### config.mk
export PLATFORM = sky130hd
export DESIGN_NAME = lif_scheduler_flat
export DESIGN_NICKNAME = d
export VERILOG_FILES = /design/src/rtl/lif_pkg.sv /design/src/rtl/lif_scheduler_if.sv /design/src/rtl/lif_core.sv /design/src/rtl/lif_scheduler.sv /design/src/flat_wrapper.sv
export SDC_FILE = /design/constraint.sdc
export NUM_CORES = 1
export LEC_CHECK = 0
export BUFFER_PORTS_ARGS = -buffer_cell sky130_fd_sc_hd__buf_4
export CAP_MARGIN = 15
export CORE_MARGIN = 5
export CORE_UTILIZATION = 30
export CTS_CLUSTER_SIZE = 24
export DETAILED_ROUTE_END_ITERATION = 8
export PLACE_DENSITY = 0.54
export REMOVE_ABC_BUFFERS = 1
export SLEW_MARGIN = 10
export SYNTH_ARGS = -nofsm -noshare
export SYNTH_HDL_FRONTEND = slang
export SYNTH_SLANG_ARGS = --single-unit
### constraint.sdc
create_clock -name clk -period 6.8 [get_ports clk]
set_input_delay 0.68 -clock clk [delete_from_list [all_inputs] [get_ports clk]]
set_output_delay 0.68 -clock clk [all_outputs]
set_load 0.02 [all_outputs]
### src/rtl/lif_pkg.sv
// Shared definitions for the leaky-integrate-and-fire scheduler.
// Contents:
//   STATE_W / REFRAC_W : membrane state width and refractory counter width
//   lif_state_e        : scheduler FSM states (IDLE, UPDATE, FINISH)
//   leak()             : 8-bit leak, (s>>1)+(s>>2)+(s>>3), every shift truncates
//   sat8()             : 9-bit sum of two 8-bit values, clamped to 255
package lif_pkg;

  localparam int STATE_W  = 8;
  localparam int REFRAC_W = 8;

  typedef enum logic [1:0] {
    IDLE   = 2'd0,
    UPDATE = 2'd1,
    FINISH = 2'd2
  } lif_state_e;

  // The largest possible result is 127+63+31 = 221, so the sum cannot wrap.
  function automatic logic [STATE_W-1:0] leak(input logic [STATE_W-1:0] s);
    return (s >> 1) + (s >> 2) + (s >> 3);
  endfunction

  function automatic logic [STATE_W-1:0] sat8(input logic [STATE_W-1:0] a,
                                              input logic [STATE_W-1:0] b);
    logic [STATE_W:0] sum;
    sum = {1'b0, a} + {1'b0, b};
    return sum[STATE_W] ? {STATE_W{1'b1}} : sum[STATE_W-1:0];
  endfunction

endpackage

### src/rtl/lif_scheduler_if.sv
// Bus between the current source / learning logic and lif_scheduler.
// Signals:
//   tick        start-of-timestep pulse
//   current_in  packed per-neuron input current, neuron i at [8i+7:8i]
//   cfg_we      threshold write strobe, cfg_thresh the value written
//   rd_sel      neuron index for membrane state readback
//   busy        timestep in progress
//   done        one-cycle pulse when spike_vec is updated
//   spike_vec   spikes of the last completed timestep
//   rd_state    membrane state of neuron rd_sel
//   overrun     sticky flag: a tick arrived while a timestep was running
// Modports: master drives requests/configuration, slave is the scheduler.
interface lif_scheduler_if #(
  parameter int NUM_NEURONS = 4
) ();

  localparam int IDX_W = (NUM_NEURONS > 1) ? $clog2(NUM_NEURONS) : 1;

  logic                     tick;
  logic [8*NUM_NEURONS-1:0] current_in;
  logic                     cfg_we;
  logic [7:0]               cfg_thresh;
  logic [IDX_W-1:0]         rd_sel;
  logic                     busy;
  logic                     done;
  logic [NUM_NEURONS-1:0]   spike_vec;
  logic [7:0]               rd_state;
  logic                     overrun;

  modport master (
    output tick, current_in, cfg_we, cfg_thresh, rd_sel,
    input  busy, done, spike_vec, rd_state, overrun
  );

  modport slave (
    input  tick, current_in, cfg_we, cfg_thresh, rd_sel,
    output busy, done, spike_vec, rd_state, overrun
  );

endinterface

### src/rtl/lif_core.sv
// Shared combinational LIF update datapath, used once per clock for one neuron.
// Ports:
//   s      stored membrane state       new_s  updated membrane state
//   c      captured input current      new_r  updated refractory count
//   r      refractory count            spike  neuron fires this timestep
//   thr    threshold for this timestep
module lif_core
  import lif_pkg::*;
#(
  parameter int REFRAC_TICKS = 2
) (
  input  logic [STATE_W-1:0]  s,
  input  logic [STATE_W-1:0]  c,
  input  logic [REFRAC_W-1:0] r,
  input  logic [STATE_W-1:0]  thr,
  output logic [STATE_W-1:0]  new_s,
  output logic [REFRAC_W-1:0] new_r,
  output logic                spike
);

  // A refractory neuron always holds state 0 (cleared on the spike and only
  // leaked since), so gating the spike by r==0 changes nothing for thr>0 and
  // keeps refractory neurons silent when the threshold is programmed to 0.
  always_comb begin
    spike = (r == '0) && (s >= thr);
    new_s = s;
    new_r = r;
    if (spike) begin
      new_s = '0;
      new_r = REFRAC_W'(REFRAC_TICKS);
    end else if (r != '0) begin
      new_s = leak(s);
      new_r = r - REFRAC_W'(1);
    end else begin
      new_s = sat8(c, leak(s));
      new_r = '0;
    end
  end

endmodule

### src/rtl/lif_scheduler.sv
// Time-multiplexes one lif_core across NUM_NEURONS neurons. A tick captures
// all currents and the active threshold, then one neuron is updated per clock;
// after the last neuron the spike vector is published with a done pulse.
// Ports:
//   clk    system clock
//   rst_n  asynchronous active-low reset
//   bus    lif_scheduler_if slave modport (tick, current_in, cfg_we,
//          cfg_thresh, rd_sel in; busy, done, spike_vec, rd_state, overrun out)
module lif_scheduler
  import lif_pkg::*;
#(
  parameter int NUM_NEURONS  = 4,
  parameter int REFRAC_TICKS = 2,
  parameter int THRESH_RESET = 230
) (
  input  logic              clk,
  input  logic              rst_n,
  lif_scheduler_if.slave    bus
);

  localparam int                IDX_W    = $clog2(NUM_NEURONS);
  localparam logic [IDX_W-1:0]  LAST_IDX = IDX_W'(NUM_NEURONS - 1);

  lif_state_e                   fsm_q, fsm_d;
  logic [IDX_W-1:0]             idx_q, idx_d;
  logic [STATE_W-1:0]           mem_q [NUM_NEURONS];
  logic [STATE_W-1:0]           mem_d [NUM_NEURONS];
  logic [REFRAC_W-1:0]          ref_q [NUM_NEURONS];
  logic [REFRAC_W-1:0]          ref_d [NUM_NEURONS];
  logic [8*NUM_NEURONS-1:0]     shadow_q, shadow_d;
  logic [STATE_W-1:0]           thresh_q, thresh_d;
  logic [STATE_W-1:0]           thr_ts_q, thr_ts_d;
  logic [NUM_NEURONS-1:0]       pending_q, pending_d;
  logic [NUM_NEURONS-1:0]       spike_vec_q, spike_vec_d;
  logic                         busy_q, busy_d;
  logic                         done_q, done_d;
  logic                         overrun_q, overrun_d;
  logic                         armed_q, armed_d;

  logic [STATE_W-1:0]           core_new_s;
  logic [REFRAC_W-1:0]          core_new_r;
  logic                         core_spike;

  lif_core #(
    .REFRAC_TICKS (REFRAC_TICKS)
  ) u_core (
    .s     (mem_q[idx_q]),
    .c     (shadow_q[{idx_q, 3'b000} +: 8]),
    .r     (ref_q[idx_q]),
    .thr   (thr_ts_q),
    .new_s (core_new_s),
    .new_r (core_new_r),
    .spike (core_spike)
  );

  // Next-state logic. armed_q stays low for the first edge after reset
  // release, so a tick coincident with the release edge is never accepted.
  // A threshold write in the same cycle as an accepted tick is forwarded
  // into the per-timestep copy; later writes only reach the active register.
  always_comb begin
    fsm_d       = fsm_q;
    idx_d       = idx_q;
    mem_d       = mem_q;
    ref_d       = ref_q;
    shadow_d    = shadow_q;
    thresh_d    = bus.cfg_we ? bus.cfg_thresh : thresh_q;
    thr_ts_d    = thr_ts_q;
    pending_d   = pending_q;
    spike_vec_d = spike_vec_q;
    busy_d      = busy_q;
    done_d      = 1'b0;
    overrun_d   = overrun_q;
    armed_d     = 1'b1;

    unique case (fsm_q)
      IDLE: begin
        if (bus.tick && armed_q) begin
          fsm_d     = UPDATE;
          shadow_d  = bus.current_in;
          thr_ts_d  = thresh_d;
          idx_d     = '0;
          pending_d = '0;
          busy_d    = 1'b1;
        end
      end
      UPDATE: begin
        if (bus.tick) overrun_d = 1'b1;
        mem_d[idx_q]     = core_new_s;
        ref_d[idx_q]     = core_new_r;
        pending_d[idx_q] = core_spike;
        if (idx_q == LAST_IDX) begin
          fsm_d       = FINISH;
          spike_vec_d = pending_d;
          done_d      = 1'b1;
          busy_d      = 1'b0;
        end else begin
          idx_d = idx_q + IDX_W'(1);
        end
      end
      FINISH: begin
        if (bus.tick) overrun_d = 1'b1;
        fsm_d = IDLE;
      end
      default: fsm_d = IDLE;
    endcase
  end

  // State registers. Outputs are registered, so done and busy change on the
  // edge that ends the last UPDATE cycle.
  always_ff @(posedge clk or negedge rst_n) begin
    if (!rst_n) begin
      fsm_q       <= IDLE;
      idx_q       <= '0;
      for (int i = 0; i < NUM_NEURONS; i++) begin
        mem_q[i] <= '0;
        ref_q[i] <= '0;
      end
      shadow_q    <= '0;
      thresh_q    <= STATE_W'(THRESH_RESET);
      thr_ts_q    <= STATE_W'(THRESH_RESET);
      pending_q   <= '0;
      spike_vec_q <= '0;
      busy_q      <= 1'b0;
      done_q      <= 1'b0;
      overrun_q   <= 1'b0;
      armed_q     <= 1'b0;
    end else begin
      fsm_q       <= fsm_d;
      idx_q       <= idx_d;
      mem_q       <= mem_d;
      ref_q       <= ref_d;
      shadow_q    <= shadow_d;
      thresh_q    <= thresh_d;
      thr_ts_q    <= thr_ts_d;
      pending_q   <= pending_d;
      spike_vec_q <= spike_vec_d;
      busy_q      <= busy_d;
      done_q      <= done_d;
      overrun_q   <= overrun_d;
      armed_q     <= armed_d;
    end
  end

  assign bus.busy      = busy_q;
  assign bus.done      = done_q;
  assign bus.spike_vec = spike_vec_q;
  assign bus.overrun   = overrun_q;
  assign bus.rd_state  = mem_q[bus.rd_sel];

endmodule

### src/flat_wrapper.sv
// flat-port wrapper written by rule: the top's interface ports become plain ports
module lif_scheduler_flat import lif_pkg::*;
#(
  parameter int NUM_NEURONS  = 4,
  parameter int REFRAC_TICKS = 2,
  parameter int THRESH_RESET = 230
)
  (clk, rst_n, bus_tick, bus_current_in, bus_cfg_we, bus_cfg_thresh, bus_rd_sel, bus_busy, bus_done, bus_spike_vec, bus_rd_state, bus_overrun);
  lif_scheduler_if #(.NUM_NEURONS(NUM_NEURONS)) bus_i ();
  input  logic clk;
  input  logic rst_n;
  input wire logic [$bits(bus_i.tick)-1:0] bus_tick;
  input wire logic [$bits(bus_i.current_in)-1:0] bus_current_in;
  input wire logic [$bits(bus_i.cfg_we)-1:0] bus_cfg_we;
  input wire logic [$bits(bus_i.cfg_thresh)-1:0] bus_cfg_thresh;
  input wire logic [$bits(bus_i.rd_sel)-1:0] bus_rd_sel;
  output wire logic [$bits(bus_i.busy)-1:0] bus_busy;
  output wire logic [$bits(bus_i.done)-1:0] bus_done;
  output wire logic [$bits(bus_i.spike_vec)-1:0] bus_spike_vec;
  output wire logic [$bits(bus_i.rd_state)-1:0] bus_rd_state;
  output wire logic [$bits(bus_i.overrun)-1:0] bus_overrun;
  assign bus_i.tick = bus_tick;
  assign bus_i.current_in = bus_current_in;
  assign bus_i.cfg_we = bus_cfg_we;
  assign bus_i.cfg_thresh = bus_cfg_thresh;
  assign bus_i.rd_sel = bus_rd_sel;
  assign bus_busy = bus_i.busy;
  assign bus_done = bus_i.done;
  assign bus_spike_vec = bus_i.spike_vec;
  assign bus_rd_state = bus_i.rd_state;
  assign bus_overrun = bus_i.overrun;
  lif_scheduler #(.NUM_NEURONS(NUM_NEURONS), .REFRAC_TICKS(REFRAC_TICKS), .THRESH_RESET(THRESH_RESET)) u_core (.clk(clk), .rst_n(rst_n), .bus(bus_i));
endmodule
# == Word level (Yosys, flattened, before mapping) ==
# Cells that the tools add are included.
# word_totals
mem_bits_rw,0
register_bits,128
wordCells,90
out_inout_bits,15
latch_bits,0
rom_bits,0
memories,0
# op_classes
reduce_logical,16
div_mod_pow,0
mul,0
mux,35
n_lt_le_gt_ge,6
n_addsub,5
n_shift,1
n_eq_ne,6
n_bitwise,2
# op_table
op,count
$mux 8,13
$bwmux 32,2
$bmux 8 s2,3
$shiftx 32x6->8,1
$demux 8 s2,1
$reduce_and 2->1,5
$add 8x8->9,1
$add 7x6->8,1
$add 8x5->8,1
$ge 8x8->1,1
$logic_not 8->1,1
$mux 2,4
$pmux 2 s2,2
$pmux 4 s2,1
$reduce_bool 8->1,1
$sub 8x1->8 const B,1
$ge 3x3->1 const B,2
$not 2->3,2
$reduce_and 3->1,2
$mux 1,5
$bwmux 4,1
$eq 2x2->1 const B,2
$logic_and 1x1->1,4
$mux 4,1
12 further kinds,13

# == Logic depth before layout (Yosys ltp) ==
# depth
word_depth,11
depth_mapped,17
ltp_nobuf,15

# == Hierarchy ==
# A second synthesis with hierarchy kept.
# unflattened
hier_cells,599
area_unflattened_um2,7028.0
# by_module_without_submodules
mod,n_inst,area_per_inst_um2,cells_per_inst,seq_area_each_um2
lif_scheduler,1,5788.1,439,3215.6
lif_core,1,1239.9,160,0.0

# == Worst setup path before layout ==
# No wires, ideal clock.
# synth_timing
path_kind,flip-flop to flip-flop
from,register u_core.idx_q[0]
to,register u_core.mem_q[11] in the netlist's numbering
required_ns,6.666
stages_incl_launch_ff,17
slack_ns,1.667
arrival_ns,4.999
synth_period_minus_slack_ns,5.133
setup_ns,0.134
cell_sequence,dfrtp_1 > buf_6 > buf_1 > buf_2 > mux4_2 > fa_1 > ha_1 > fa_1 > a21o_1 > a21oi_1 > xor2_1 > ha_1 > and3_1 > o21ai_0 > nand3_1 > o2111ai_1 > o21ai_0
# synth_between
elab_chain_len,11
elab_cells_between_ends,24
cone_classes,add/sub (3); order compare (3); shift (1); mux (12); bitwise (1); reduce/logical (4)
# synth_lines
element,line,text
from (decl),lif_scheduler.sv:25,"logic [IDX_W-1:0] idx_q, idx_d;"
from (signal assigned),lif_scheduler.sv:129,idx_q <= idx_d;
$not 2->3 (implied by the code),"lif_scheduler.sv:47, lif_scheduler.sv:49, lif_scheduler.sv:88",
$bmux 8 s2,lif_scheduler.sv:47,".s (mem_q[idx_q]),"
$mux 8 (implied by the code) (2 in a row),lif_scheduler.sv:47,
$add 7x6->8,lif_pkg.sv:20,return (s >> 1) + (s >> 2) + (s >> 3);
$add 8x5->8,lif_pkg.sv:20,
$add 8x8->9,lif_pkg.sv:26,"sum = {1'b0, a} + {1'b0, b};"
$mux 8,lif_pkg.sv:27,return sum[STATE_W] ? {STATE_W{1'b1}} : sum[STATE_W-1:0];
$mux 8,lif_core.sv:31,end else if (r != '0) begin
$mux 8,lif_core.sv:28,if (spike) begin
$bwmux 32 *,lif_scheduler.sv:88,mem_d[idx_q] = core_new_s;
to (signal assigned),lif_scheduler.sv:130,mem_q <= mem_d;
to (decl),lif_scheduler.sv:26,logic [STATE_W-1:0] mem_q [NUM_NEURONS];
# Mark *: on every way between the ends. The rest lies on a longest branch, timed or not. The select of a mux whose other input is x is not followed.
# A chain may end at the register's enable or synchronous reset.

# == Final worst setup path ==
# Same ends and word-level chain as after synthesis.

==> metrics.cfg <==
[status]
status = completed

[clock_network]
cts_setup_buffers = 0
cts_tree = yes
cts_resized = 0
cts.reportedPaths.clkPinSlew_ns = 0.06
cts.sinks = 127
cts_hold_buf = 0
cts-buffers-inserted = 17
cts_root_buffer = clkbuf_16
clkLatencyLatePin_ns = 0.43
h-tree-depth = 4
clk_path_buf_depth = 2

[final_layout]
drive_gt1_share_pct = 29.8
diodes = 0
final_common_cell = dfrtp_1
design_area_um2 = 8520
final_nets = 748
fill_cells = 2307
final_cell_mix = dfrtp_1 (116), buf_4 (72), nand2_1 (48)
area_delta_synth_final_pct = 20.5

[synth]
yosysSeqAreaShare_pct = 45.1
synth_top_cell_by_area = dfrtp_1
ys_ff_latch = 127
synthTopCellsByArea = dfrtp_1 (41%), mux4_2 (11%), mux2_2 (6.8%)
synth_edf_count = 0
ys_warn_count = 0
synth_cell_type_count = 60
syn_area_um2 = 7070
netlist_instances = 609
syn_avg_cell_area_um2 = 11.6
synthArstFlopShare_pct = 100
ys.flop_type = dfrtp_1
synth_top_cell_area_share_pct = 41.4

[critical_path]
arrival_ns = 5.54
critPathRequiredTime_ns = 7.09
path_max_fanout = 19
cpPeakStageDelay_ns = 0.80
slowest_stage = dfrtp_2
path_cells = mux4_2, fa_1, ha_1, fa_1, a21o_1, a21oi_1, xor2_1, ha_1, and3_1, o21ai_0, nand3_1, o2111ai_1, o21ai_0
path_class = reg -> reg
start_kind = flip-flop
worstSetupEndpointType = flip-flop

[place]
place_hpwl_um = 12400
placed_area_um2 = 7880
gp_congestion = 0.875
io_buffers = 60

[timing]
maxSlewViolCount = 0
finalSetupViolCount = 0
max_slew_margin_pct = 36.2
hold_viol_final = 0
fin_skew_ns = 0.00868
clock.fmax_ghz = 0.190
tightest_slew_ns = 0.957
rsz0062_at_grt = no
finalCritPeriodShare_pct = 77.3
setup_tns_ns = 0
min_period_ns = 5.25

[detailed_routing]
dr.pass1.iters = 5
via_per_inst = 5.10
vias = 5079
drt_iter0_drc = 371
post_drt_wl_per_cell_um = 17.8
drc = 0
wl_um = 17700
ant_nets = 0

[floorplanning]
die_height_um = 164
io_pins = 61
start_util_pct = 30.3
core-area_um2 = 23300
die_x_um = 164
die-area_um2 = 26700
rows = 56

[global_routing]
antenna_found_initial = 0
grt_pass1_wl_um = 29400
overflow = 0
track_usage_pct = 14.0
grt_max_degree = 76
grt_pass1_vias = 5309

[worst_hold_path]
hp-class = in -> async

[run]
drv_cap = 0

cell usage after synthesis (all sizes together) (6+ instances only):
cell	n
o31ai	16
a21oi	16
dfstp	10
mux4	33
a211oi	10
a22oi	29
ha	30
fa	8
nand2b	7
nand2	48
mux2	43
nand4	7
dfrtp	117
a22o	8
inv	35
o21ai	46
a21o	7
buf	9
nor2	27
nand3	7
o211ai	6
clkbuf	27
worst paths after layout:
check                           depth (start not counted)          startpoint  slack (ns)                  to
worst max-delay path                                   13     u_core.idx_q[0]        1.55    u_core.mem_q[11]
worst min-delay path                                    1               rst_n        0.40  u_core.shadow_q[2]
worst max register to register                         13     u_core.idx_q[0]        1.55    u_core.mem_q[11]
worst min register to register                          1  u_core.bus.overrun        0.46  u_core.bus.overrun
max in group asynchronous                               2               rst_n        5.14    u_core.ref_q[22]
min in group clk                                        1  u_core.bus.overrun        0.46  u_core.bus.overrun
sequential cells by signal (all words and copies together) (netlist names), 2 cells and up:
register	flops
u_core.shadow_q	32
u_core.pending_q	3
u_core.fsm_q	2
u_core.ref_q	32
u_core.thresh_q	8
u_core.thr_ts_q	8
u_core.bus.spike_vec	4
u_core.mem_q	32
u_core.idx_q	2
cells by family (layout without fill, tap and decap cells):
| kind of cell | Yosys count | after routing | share of synthesized area (%) |
|---|---|---|---|
| and+or+nand+nor | 119 | 119 | 8.30 |
| DFF | 127 | 127 | 45.1 |
| buffers and inverters | 72 | 140 | 4.07 |
| muxes | 79 | 79 | 17.8 |
| adders and majority gates | 38 | 38 | 7.57 |
| AOI/OAI and AO/OA | 167 | 167 | 16.4 |
| other | 1 | 1 | 0.0530 |
| xor gates and xnor gates | 6 | 6 | 0.743 |
critical path: cells and delay by family (launching register included):
kind / cells / cell delay [ns]
and+or+nand+nor: 2 / 0.38
DFF: 1 / 0.80
muxes: 1 / 0.65
xor gates and xnor gates: 1 / 0.45
adders and majority gates: 4 / 1.50
AOI/OAI and AO/OA: 5 / 1.34
per-layer routing:
layer  wire, um  part of all wire, %  global-route usage (%)
met3        847                  4.8                    3.20
met1       8390                   47                    19.5
met5          0                    0                       0
met4        301                  1.7                    4.27
met2       8160                   46                    21.8
final cells by class:
type / count / area, um^2 / area share, %
Multi-Input combinational cell: 410 / 3610 / 42.4
Sequential cell: 127 / 3190 / 37.5
Timing Repair Buffer: 72 / 541 / 6.34
Clock buffer: 22 / 454 / 5.33
Tap cell: 319 / 399 / 4.68
Clock inverter: 10 / 185 / 2.17
Inverter: 36 / 135 / 1.59
stage by stage:
step | util, % | hold slack [ns] | std cells | worst slack [ns]
after floorplan | - | 0.384 | 573 | 1.67
after global placement | 33.8 | 0.449 | 964 | 1.71
after detailed placement | 33.8 | 0.457 | 964 | 1.62
after CTS | 36.5 | 0.443 | 996 | 1.55
after global routing | 36.5 | 0.466 | 996 | 1.05
final | 36.5 | 0.404 | 996 | 1.55
Power is left out: the tool's default activity adds up to more than one toggle a clock period on the data nets, which glitch-free logic cannot reach.
